[config.mk]
export PLATFORM = sky130hd
export DESIGN_NAME = sum_led_scan_flat
export DESIGN_NICKNAME = d
export VERILOG_FILES = /design/src/rtl/sum_led_scan_if.sv /design/src/rtl/sum_led_scan.sv /design/src/flat_wrapper.sv
export SDC_FILE = /design/constraint.sdc
export NUM_CORES = 1
export LEC_CHECK = 0
export BUFFER_PORTS_ARGS = -buffer_cell sky130_fd_sc_hd__buf_4
export CORE_MARGIN = 2
export CORE_UTILIZATION = 45
export CTS_BUF_LIST = sky130_fd_sc_hd__clkbuf_4 sky130_fd_sc_hd__clkbuf_8 sky130_fd_sc_hd__clkbuf_16
export DETAILED_ROUTE_END_ITERATION = 8
export SYNTH_ARGS = -nofsm -noshare
export SYNTH_HDL_FRONTEND = slang
export SYNTH_SLANG_ARGS = --single-unit
[constraint.sdc]
create_clock -name clk -period 3.55 [get_ports clk]
set_clock_uncertainty 0.2 [all_clocks]
set_input_delay 0.71 -clock clk [delete_from_list [all_inputs] [get_ports clk]]
set_output_delay 0.71 -clock clk [all_outputs]
set_load 0.02 [all_outputs]
[src/rtl/sum_led_scan_if.sv]
// Adder-result bus into the display scanner plus the multiplexed 7-segment pins out of it.
// master = adder/board side driving the result, slave = the scanner.
interface sum_led_scan_if;
  logic [3:0] sum;
  logic       cout;
  logic       load;
  logic       hex_mode;
  logic [3:0] an;
  logic [6:0] seg;
  logic       dp;

  modport master (output sum, cout, load, hex_mode, input an, seg, dp);
  modport slave  (input sum, cout, load, hex_mode, output an, seg, dp);
endinterface

[src/rtl/sum_led_scan.sv]
// Captures the 5-bit adder result on load and scans it as decimal/hex over a 4-digit active-low 7-seg display.
// Content lags value by 1 cycle; one digit per SCAN_DIV cycles; no backpressure, inputs sampled every edge.
module sum_led_scan #(
  parameter int SCAN_DIV = 50000
) (
  input  logic          clk,
  input  logic          rst_n,
  sum_led_scan_if.slave bus
);

  localparam int             CW        = (SCAN_DIV > 1) ? $clog2(SCAN_DIV) : 1;
  localparam logic [CW-1:0]  CNT_MAX   = CW'(SCAN_DIV - 1);
  localparam logic [6:0]     SEG_BLANK = 7'b1111111;
  localparam logic [6:0]     SEG_LTR_D = 7'b0100001;
  localparam logic [6:0]     SEG_LTR_H = 7'b0001001;

  function automatic logic [6:0] seg_enc(input logic [3:0] n);
    case (n)
      4'h0:    seg_enc = 7'b1000000;
      4'h1:    seg_enc = 7'b1111001;
      4'h2:    seg_enc = 7'b0100100;
      4'h3:    seg_enc = 7'b0110000;
      4'h4:    seg_enc = 7'b0011001;
      4'h5:    seg_enc = 7'b0010010;
      4'h6:    seg_enc = 7'b0000010;
      4'h7:    seg_enc = 7'b1111000;
      4'h8:    seg_enc = 7'b0000000;
      4'h9:    seg_enc = 7'b0010000;
      4'hA:    seg_enc = 7'b0001000;
      4'hB:    seg_enc = 7'b0000011;
      4'hC:    seg_enc = 7'b1000110;
      4'hD:    seg_enc = 7'b0100001;
      4'hE:    seg_enc = 7'b0000110;
      default: seg_enc = 7'b0001110;
    endcase
  endfunction

  logic [4:0]      value_q, value_d;
  logic [3:0][6:0] dig_q, dig_d;
  logic            dp1_q, dp1_d;
  logic [CW-1:0]   cnt_q, cnt_d;
  logic [1:0]      sel_q, sel_d;
  logic [3:0]      an_q, an_d;
  logic [6:0]      seg_q, seg_d;
  logic            dp_q, dp_d;
  logic            tick;
  logic [1:0]      tens;
  logic [3:0]      ones;

  assign tick = (cnt_q == CNT_MAX);

  // Value is at most 31, so a compare ladder replaces a general divider.
  always_comb begin
    tens = 2'd0;
    ones = value_q[3:0];
    if (value_q >= 5'd30) begin
      tens = 2'd3;
      ones = 4'(value_q - 5'd30);
    end else if (value_q >= 5'd20) begin
      tens = 2'd2;
      ones = 4'(value_q - 5'd20);
    end else if (value_q >= 5'd10) begin
      tens = 2'd1;
      ones = 4'(value_q - 5'd10);
    end
  end

  always_comb begin
    value_d = bus.load ? {bus.cout, bus.sum} : value_q;

    dig_d    = {4{SEG_BLANK}};
    dig_d[3] = bus.hex_mode ? SEG_LTR_H : SEG_LTR_D;
    if (bus.hex_mode) begin
      dig_d[0] = seg_enc(value_q[3:0]);
      dig_d[1] = value_q[4] ? seg_enc(4'h1) : SEG_BLANK;
    end else begin
      dig_d[0] = seg_enc(ones);
      dig_d[1] = (tens != 2'd0) ? seg_enc({2'b00, tens}) : SEG_BLANK;
    end
    dp1_d = ~value_q[4];

    cnt_d = tick ? '0 : cnt_q + 1'b1;
    sel_d = sel_q;
    an_d  = an_q;
    seg_d = seg_q;
    dp_d  = dp_q;
    if (tick) begin
      sel_d = sel_q + 2'd1;
      an_d  = ~(4'b0001 << sel_q);
      seg_d = dig_q[sel_q];
      dp_d  = (sel_q == 2'd1) ? dp1_q : 1'b1;
    end
  end

  always_ff @(posedge clk or negedge rst_n) begin
    if (!rst_n) begin
      value_q <= '0;
      dig_q   <= {4{SEG_BLANK}};
      dp1_q   <= 1'b1;
      cnt_q   <= '0;
      sel_q   <= '0;
      an_q    <= 4'b1111;
      seg_q   <= SEG_BLANK;
      dp_q    <= 1'b1;
    end else begin
      value_q <= value_d;
      dig_q   <= dig_d;
      dp1_q   <= dp1_d;
      cnt_q   <= cnt_d;
      sel_q   <= sel_d;
      an_q    <= an_d;
      seg_q   <= seg_d;
      dp_q    <= dp_d;
    end
  end

  assign bus.an  = an_q;
  assign bus.seg = seg_q;
  assign bus.dp  = dp_q;

endmodule

[src/flat_wrapper.sv]
// flat-port wrapper written by rule: the top's interface ports become plain ports
module sum_led_scan_flat 
#(
  parameter int SCAN_DIV = 50000
)
  (clk, rst_n, bus_sum, bus_cout, bus_load, bus_hex_mode, bus_an, bus_seg, bus_dp);
  sum_led_scan_if bus_i ();
  input  logic clk;
  input  logic rst_n;
  input wire logic [$bits(bus_i.sum)-1:0] bus_sum;
  input wire logic [$bits(bus_i.cout)-1:0] bus_cout;
  input wire logic [$bits(bus_i.load)-1:0] bus_load;
  input wire logic [$bits(bus_i.hex_mode)-1:0] bus_hex_mode;
  output wire logic [$bits(bus_i.an)-1:0] bus_an;
  output wire logic [$bits(bus_i.seg)-1:0] bus_seg;
  output wire logic [$bits(bus_i.dp)-1:0] bus_dp;
  assign bus_i.sum = bus_sum;
  assign bus_i.cout = bus_cout;
  assign bus_i.load = bus_load;
  assign bus_i.hex_mode = bus_hex_mode;
  assign bus_an = bus_i.an;
  assign bus_seg = bus_i.seg;
  assign bus_dp = bus_i.dp;
  sum_led_scan #(.SCAN_DIV(SCAN_DIV)) u_core (.clk(clk), .rst_n(rst_n), .bus(bus_i));
endmodule
==> run summary, run 1 <==
The leakage power total came out at 1.336 nW. The floorplan die width is 83.57 um. Dividing the detail-routed via count by the number of cells gives 5.409. The number of synthesized register bits came out at 51. Setup total negative slack on the finished layout was measured at 0 ps.

The number of buffers inserted for hold repair after clock tree synthesis came out at 0. The setup slack after placement is 557.8 ps. In this run the tool buffered the top-level ports with 20 buffer cells. The post-detailed-placement half-perimeter wirelength is 3746 um.

The floorplan die height is 83.57 um. For this run, the register share of the synthesized area comes to 0.4603. For the worst setup path, the data required time is 3550 ps.

The async set or reset register ratio after synthesis came out at 1.000. The remaining antenna violation count after routing came out at 0. Final hold analysis gives a worst-case slack of 224.8 ps. The mapped cell area came out at 2849 um2. Summing all placed instances gives a cell area of 3050 um2.

The maximum net fanout on the critical path is 12. Setup violations remaining at the end of the flow were counted as 0. The final setup slack of the worst path is 488.2 ps. The final layout net count is 319. The number of nets produced by synthesis is 301. Measured against its own limit, the worst slew margin works out to 0.4993. After synthesis, the most frequently instantiated cells are sky130_fd_sc_hd__dfstp_2, sky130_fd_sc_hd__dfrtp_1, sky130_fd_sc_hd__nand2_1.

The number of enable-type register cells in the synthesized netlist is 0. Clock-pin slew was measured on the worst setup and hold paths at 90 ps. At the pin with the least slew margin, the transition time is 751.1 ps. Summing internal, switching and leakage power gives 1.235 mW. Of the available clock period, the critical path in the final layout requires 0.8625. The largest net degree at the start of global routing is 52. The mean instance size in the synthesized netlist came out at 10.36 um2. The final weighted congestion of routability-driven global placement came out at 0.8278. The number of cell rows came out at 28. The clock passes through at most 2 buffers.

The synthesized netlist contains 51 unique library cells. The initial antenna violation count is 0. The final number of max-transition violations came to 0. The number of synthesis warnings is 0.

The number of fill cells came out at 565. The min-delay analysis places its worst path in the category in2async. The clock network latency to the later pin of the worst-skew pair came out at 300 ps. The total power density per cell area is 392.8 nW/um2.

The count of buffers added by post-CTS timing repair for setup is 0. For this block, the via count after detailed routing is 1996. The number of placed I/O pins is 21. The peak clock frequency supported by timing is 326.6 MHz.

Among all flip-flop cells after synthesis, the most frequent one is sky130_fd_sc_hd__dfstp_2. The area of the core is 6026 um2. TritonCTS built the clock tree. The number of design-rule violations left by the first detailed-router iteration came out at 101. The number of global-route vias before repair came out at 1996. Setup repair after global routing left no endpoint under its margin. The synthesis-to-finish area growth came out at 10.36%. In the routed design, unresolved DRC markers number 0. The aggregate routed wire length came out at 5273 um. The global-route wire length before repair came out at 9453 um. The clock tree synthesis step divided the H-tree into 2 levels. Once layout is done, the placed cells without fillers occupy 3144 um2. The most used standard cell by instance count after synthesis is sky130_fd_sc_hd__dfstp_2. The nature of the critical path startpoint is a flip-flop.

The starting utilization of the core area came out at 0.4728. The die footprint came out at 6984 um2. The overall overflow remaining after global route is 0. The tool flagged a number of max-cap violations equal to 0.

The utilization of the core after routing is 0.5218. The maximum resistive drop on vdd came out at 0.1824 mV. The cell sitting at the root of the clock tree is a sky130_fd_sc_hd__clkbuf_8. The worst setup path is of the reg2reg kind.

The finished layout holds 369 standard cells, fillers aside. The share of synthesized area in the top cell type comes to 0.2582. Including well taps, the total number of placed cells is 361. The run finished with clean final reports. The routed wirelength normalized by instance count is 14.29 um. The pre-antenna-repair detailed-routing pass consisted of 4 iterations. Once the clock tree was built, the resizer swapped 0 gates to a different size. The total clock buffers created by CTS is 5. Of the cells placed in the final design, the portion with a size suffix greater than 1 is 0.2449.

The number of antenna diodes in the final layout is 0. In the post-synthesis netlist, the biggest area contributors are sky130_fd_sc_hd__dfstp_2, sky130_fd_sc_hd__dfrtp_1, sky130_fd_sc_hd__ha_1. The worst setup path is captured at a flip-flop. The post-route minimum period came out at 3062 ps. The TritonCTS sink count came out at 51. Of all cell types, the one taking the most synthesized area is sky130_fd_sc_hd__dfstp_2.

The count of final hold-check violations is 0. The synthesized instance count came out at 275. The worst endpoint data arrival time came out at 3060 ps.

The global-route usage over all layers came out at 0.1635.
-- where the power goes --
group | switching [mW] | internal (mW) | leakage, nW
clock network | 0.182 | 0.156 | 0.0449
registers | 0.0250 | 0.632 | 0.589
logic | 0.140 | 0.0997 | 0.702
total | 0.347 | 0.888 | 1.34
-- kinds of logic after synthesis --
| group | Yosys count | share of synthesized area |
|---|---|---|
| AND/OR/NAND/NOR | 85 | 0.1484 |
| AO/OA/AOI/OAI | 56 | 0.1397 |
| flip-flops | 51 | 0.4603 |
| buffers and inverters | 27 | 0.04348 |
| multiplexers | 23 | 0.08783 |
| adder cells (fa/ha/maj) | 17 | 0.07466 |
| XOR/XNOR | 14 | 0.04304 |
| other | 2 | 0.002636 |
-- sequential cells by signal, summed over array words and instances, names as in the netlist --
| register | count |
|---|---|
| u_core.dp1_q | 1 |
| u_core.dig_q | 15 |
| u_core.sel_q | 2 |
| u_core.value_q | 5 |
| u_core.cnt_q | 16 |
| u_core.bus.seg | 7 |
| u_core.bus.an | 4 |
| u_core.bus.dp | 1 |
-- routing by layer --
metal | vias to the layer above | global-route usage | wire, um
met5 | - | 0 | 0
met1 | 959 | 0.2292 | 2600
met2 | 30 | 0.2545 | 2455
met3 | 6 | 0.02473 | 139
li1 | 1001 | - | -
met4 | 0 | 0.06452 | 78
-- final cells by class --
type                    count  area, um2  share of cell area
flip-flops and latches     51       1311              0.4170
well taps                  75      93.84             0.02984
multi-input cells         197       1416              0.4505
inverters                  15      56.30             0.01791
clock buffers               6      82.58             0.02626
repair buffers             23      172.7             0.05491
clock inverters             2      11.26            0.003581
-- worst max-delay path, cell delays in order, from the launching register on --
cell	delay, ps
sky130_fd_sc_hd__dfrtp_1	600
sky130_fd_sc_hd__clkinv_1	210
sky130_fd_sc_hd__ha_1	260
sky130_fd_sc_hd__a21oi_1	290
sky130_fd_sc_hd__a22oi_4	110
sky130_fd_sc_hd__xnor2_1	500
sky130_fd_sc_hd__ha_1	290
sky130_fd_sc_hd__nand4_1	100
sky130_fd_sc_hd__nand3_1	110
sky130_fd_sc_hd__a21oi_1	60
sky130_fd_sc_hd__a211oi_1	260
-- cells in the final DEF (no fill, tap or decap), drive strengths merged, types with 4 or more instances in the layout --
cell,n
buf,23
ha,17
xor2,4
nor3,8
xnor2,10
a21oi,14
o21ai,19
nand3,10
nand2,21
dfstp,28
mux2,6
nand2b,4
nor2b,5
nor2,20
dfrtp,23
mux2i,16
clkbuf,6
inv,13
-- path summary, 6_finish.rpt --
kind	endpoint	startpoint	slack, ps	cells after the start
min in group clk	u_core.bus.an[0]	u_core.bus.an[0]	270	2
setup / recovery	u_core.dig_q[3]	u_core.value_q[2]	490	10
setup reg to reg	u_core.dig_q[3]	u_core.value_q[2]	490	10
hold / removal	u_core.cnt_q[14]	rst_n	220	1
max in group asynchronous	u_core.value_q[1]	rst_n	2490	1
hold reg to reg	u_core.bus.an[0]	u_core.bus.an[0]	270	2
Note: power is estimated with default switching activity, not from simulation.
==> run 2: changes to the inputs <==
--- a/config.mk
+++ b/config.mk
@@ -8,8 +8,8 @@
 export BUFFER_PORTS_ARGS = -buffer_cell sky130_fd_sc_hd__buf_4
 export CORE_MARGIN = 2
 export CORE_UTILIZATION = 45
-export CTS_BUF_LIST = sky130_fd_sc_hd__clkbuf_4 sky130_fd_sc_hd__clkbuf_8 sky130_fd_sc_hd__clkbuf_16
 export DETAILED_ROUTE_END_ITERATION = 8
+export PLACE_DENSITY = 0.74
 export SYNTH_ARGS = -nofsm -noshare
 export SYNTH_HDL_FRONTEND = slang
 export SYNTH_SLANG_ARGS = --single-unit
==> constraint.sdc (replaced) <==
create_clock -name clk -period 3.55 [get_ports clk]
set_clock_uncertainty 0.2 [all_clocks]
set_input_delay 0.71 -clock clk [delete_from_list [all_inputs] [get_ports clk]]
set_output_delay 0.71 -clock clk [all_outputs]
set_load 0.005 [all_outputs]
==> run 2 against run 1 <==
  * Global-route usage fell by 0.39 points
  * Final cell count stayed put
  * Sequential share of layout area barely moved
  * Fmax rose by 1.4%
  * Clock power is 2% lower
  * Total power about the same
  * Critical path depth is 2 lower
  * Sequential power is essentially flat
  * Sequential cell count did not move
  * Setup slack better by 41 ps
  * Utilization is essentially flat
  * Critical path type unchanged
  * Largest power group unchanged
==> run summary, run 2 (synthesis results as in run 1) <==
The aggregate routed wire length came out at 5250 um. For this design, the slowest cell found on the critical path is sky130_fd_sc_hd__dfrtp_1. The TritonCTS sink count is 51. The worst setup path is launched from a flip-flop. Of the cells placed in the final design, the portion with a size suffix greater than 1 is 0.2483.

The most common cell after layout, fill and taps aside is sky130_fd_sc_hd__dfstp_2. The remaining design rule violation count came out at 0. Of all nets on the critical path, the largest fanout is 12. The signal on the critical path passes through clkinv_1, ha_1, a21oi_1, a22oi_4, xnor2_2, ha_1, mux2i_1, o311ai_0. Pin placement for this block handled 21 I/O pins. The worst setup path is of the reg2reg kind.

The floorplan die width is 83.57 um. The routed wirelength normalized by instance count came out at 14.23 um. The number of design-rule violations left by the first detailed-router iteration came out at 73.

The final number of max-transition violations is 0. The utilization of the core after routing is 0.5222. VDD sags by at most 0.1834 mV. The number of flip-flops in the largest register came out at 16.

The final number of setup-violating endpoints is 0. The remaining antenna violation count after routing came out at 0. The post-detailed-placement half-perimeter wirelength is 3730 um.

The count of buffers from port buffering came out at 20. The critical path required time came out at 3540 ps. The initial antenna violation count was 0. The number of buffers inserted for hold repair after clock tree synthesis is 0.

Of the available clock period, the critical path in the final layout requires 0.8508. In the layout the commonest cells are sky130_fd_sc_hd__dfstp_2, sky130_fd_sc_hd__buf_4, sky130_fd_sc_hd__dfrtp_1. At the pin with the least slew margin, the transition time is 740.2 ps. The die covers 6984 um2.

The first global-routing pass estimated 9328 um of wire. The leakage power total came out at 1.339 nW. The global-route usage over all layers is 0.1596. The area used by multi-input combinational logic came out at 1424 um2. Measured against its own limit, the worst slew margin works out to 0.5066. The startpoint of the most critical setup path is u_core.value_q[2]. The delay of the slowest cell on the worst path came out at 570 ps. The register bank with the most flops is u_core.cnt_q. The number of cell rows came out at 28. Max-cap violations in this run came to 0. The number of vias per cell is 5.583.

The deepest clock path buffer count came out at 2. The run finished with clean final reports. The repair_antennas step left the layout with diodes totalling 0.

The starting utilization of the core area is 0.4728. The total iterations of the first detailed-routing run came out at 4. The post-route minimum period is 3020 ps. At the end of routability-driven placement, the weighted congestion stood at 0.8104. The clock tree from TritonCTS is done. The most prevalent standard cell on the critical path is sky130_fd_sc_hd__ha_1. The combined buffer and inverter count along the critical path came out at 1. The path class of the tightest hold or removal check is in2async. The number of levels in the clock H-tree came out at 2. The cell family with the largest share of critical-path delay is compound AO/OA/AOI/OAI gates. The total power density per cell area is 392.7 nW/um2.

After filler insertion, the fill cell instance count of the layout stands at 555. The summed negative setup slack over all endpoints is 0 ps. The area growth from synthesis to layout is 10.45%. The cell sitting at the root of the clock tree is a sky130_fd_sc_hd__clkbuf_8. The total clock buffers created by CTS came out at 5. The floorplan die height came out at 83.57 um.

The largest net degree at the start of global routing came out at 52. The overall overflow remaining after global route came out at 0. The clock edge transition at the registers on the reported setup and hold paths is 90 ps.

STA puts the critical path data arrival time at 3010 ps. The count of final hold-check violations is 0. The detailed-route via count is 2060. The peak clock frequency supported by timing came out at 331.1 MHz. The flop-to-flop setup slack came out at 530 ps. The total area inside the core boundary comes to 6026 um2. At the later pin of the worst-skew pair, clock insertion delay measures 300 ps. The final layout contains 319 nets. The startpoint identified for the worst register-to-register timing path is u_core.value_q[2]. The number of global-route vias before repair is 2058.

The sequential cells in the finished layout cover a total of 1311 um2. Setup repair after global routing left no endpoint under its margin. STA classifies the critical path endpoint as a flip-flop.
-- run 2: routing by layer --
layer / wire length [um] / GRT usage / vias up
met2: 2516 / 0.2676 / 54
met4: 95 / 0.05279 / 0
met3: 232 / 0.03363 / 11
met5: 0 / 0 / -
li1: - / - / 1003
met1: 2405 / 0.2054 / 992
-- run 2: worst paths after layout --
check,endpoint,cells past startpoint
worst max-delay path,u_core.dig_q[0],8
worst min-delay path,u_core.value_q[2],1
worst max register to register,u_core.dig_q[0],8
worst min register to register,u_core.bus.an[2],2
max in group asynchronous,u_core.cnt_q[0],1
min in group clk,u_core.bus.an[2],2
-- run 2: cell type report --
cell class / count / area share
Clock buffer: 5 / 0.02187
Clock inverter: 3 / 0.006362
Inverter: 15 / 0.01789
Multi-Input combinational cell: 197 / 0.4525
Sequential cell: 51 / 0.4167
Tap cell: 75 / 0.02982
Timing Repair Buffer: 23 / 0.05487
-- run 2: per-stage QoR --
stage / instance area [um2] / setup WS [ps] / hold WS (ps) / std cells / total power, mW
detailed placement: 3050 / 401.1 / 257.1 / 361 / 0.9094
global route: 3147 / 239.3 / 261.9 / 369 / 1.310
floorplan: 2849 / 937.9 / 214.4 / 275 / 0.8474
CTS: 3139 / 360.5 / 244.5 / 369 / 1.241
finish: 3147 / 529.7 / 215.9 / 369 / 1.236
global placement: 3050 / 586.2 / 254.9 / 361 / 0.9038
-- run 2: report_power, final --
| part | internal (mW) | switching [mW] | total (mW) |
|---|---|---|---|
| logic | 0.104 | 0.145 | 0.249 |
| registers | 0.632 | 0.0242 | 0.656 |
| clock network | 0.138 | 0.193 | 0.331 |
-- run 2: what timing repair did --
| action | in CTS | in global routing |
|---|---|---|
| setup buffers | 0 | 0 |
| endpoints found under the hold margin | 0 | 0 |
| gates resized for setup | 0 | 1 |
| setup endpoints to repair | 0 | 1 |
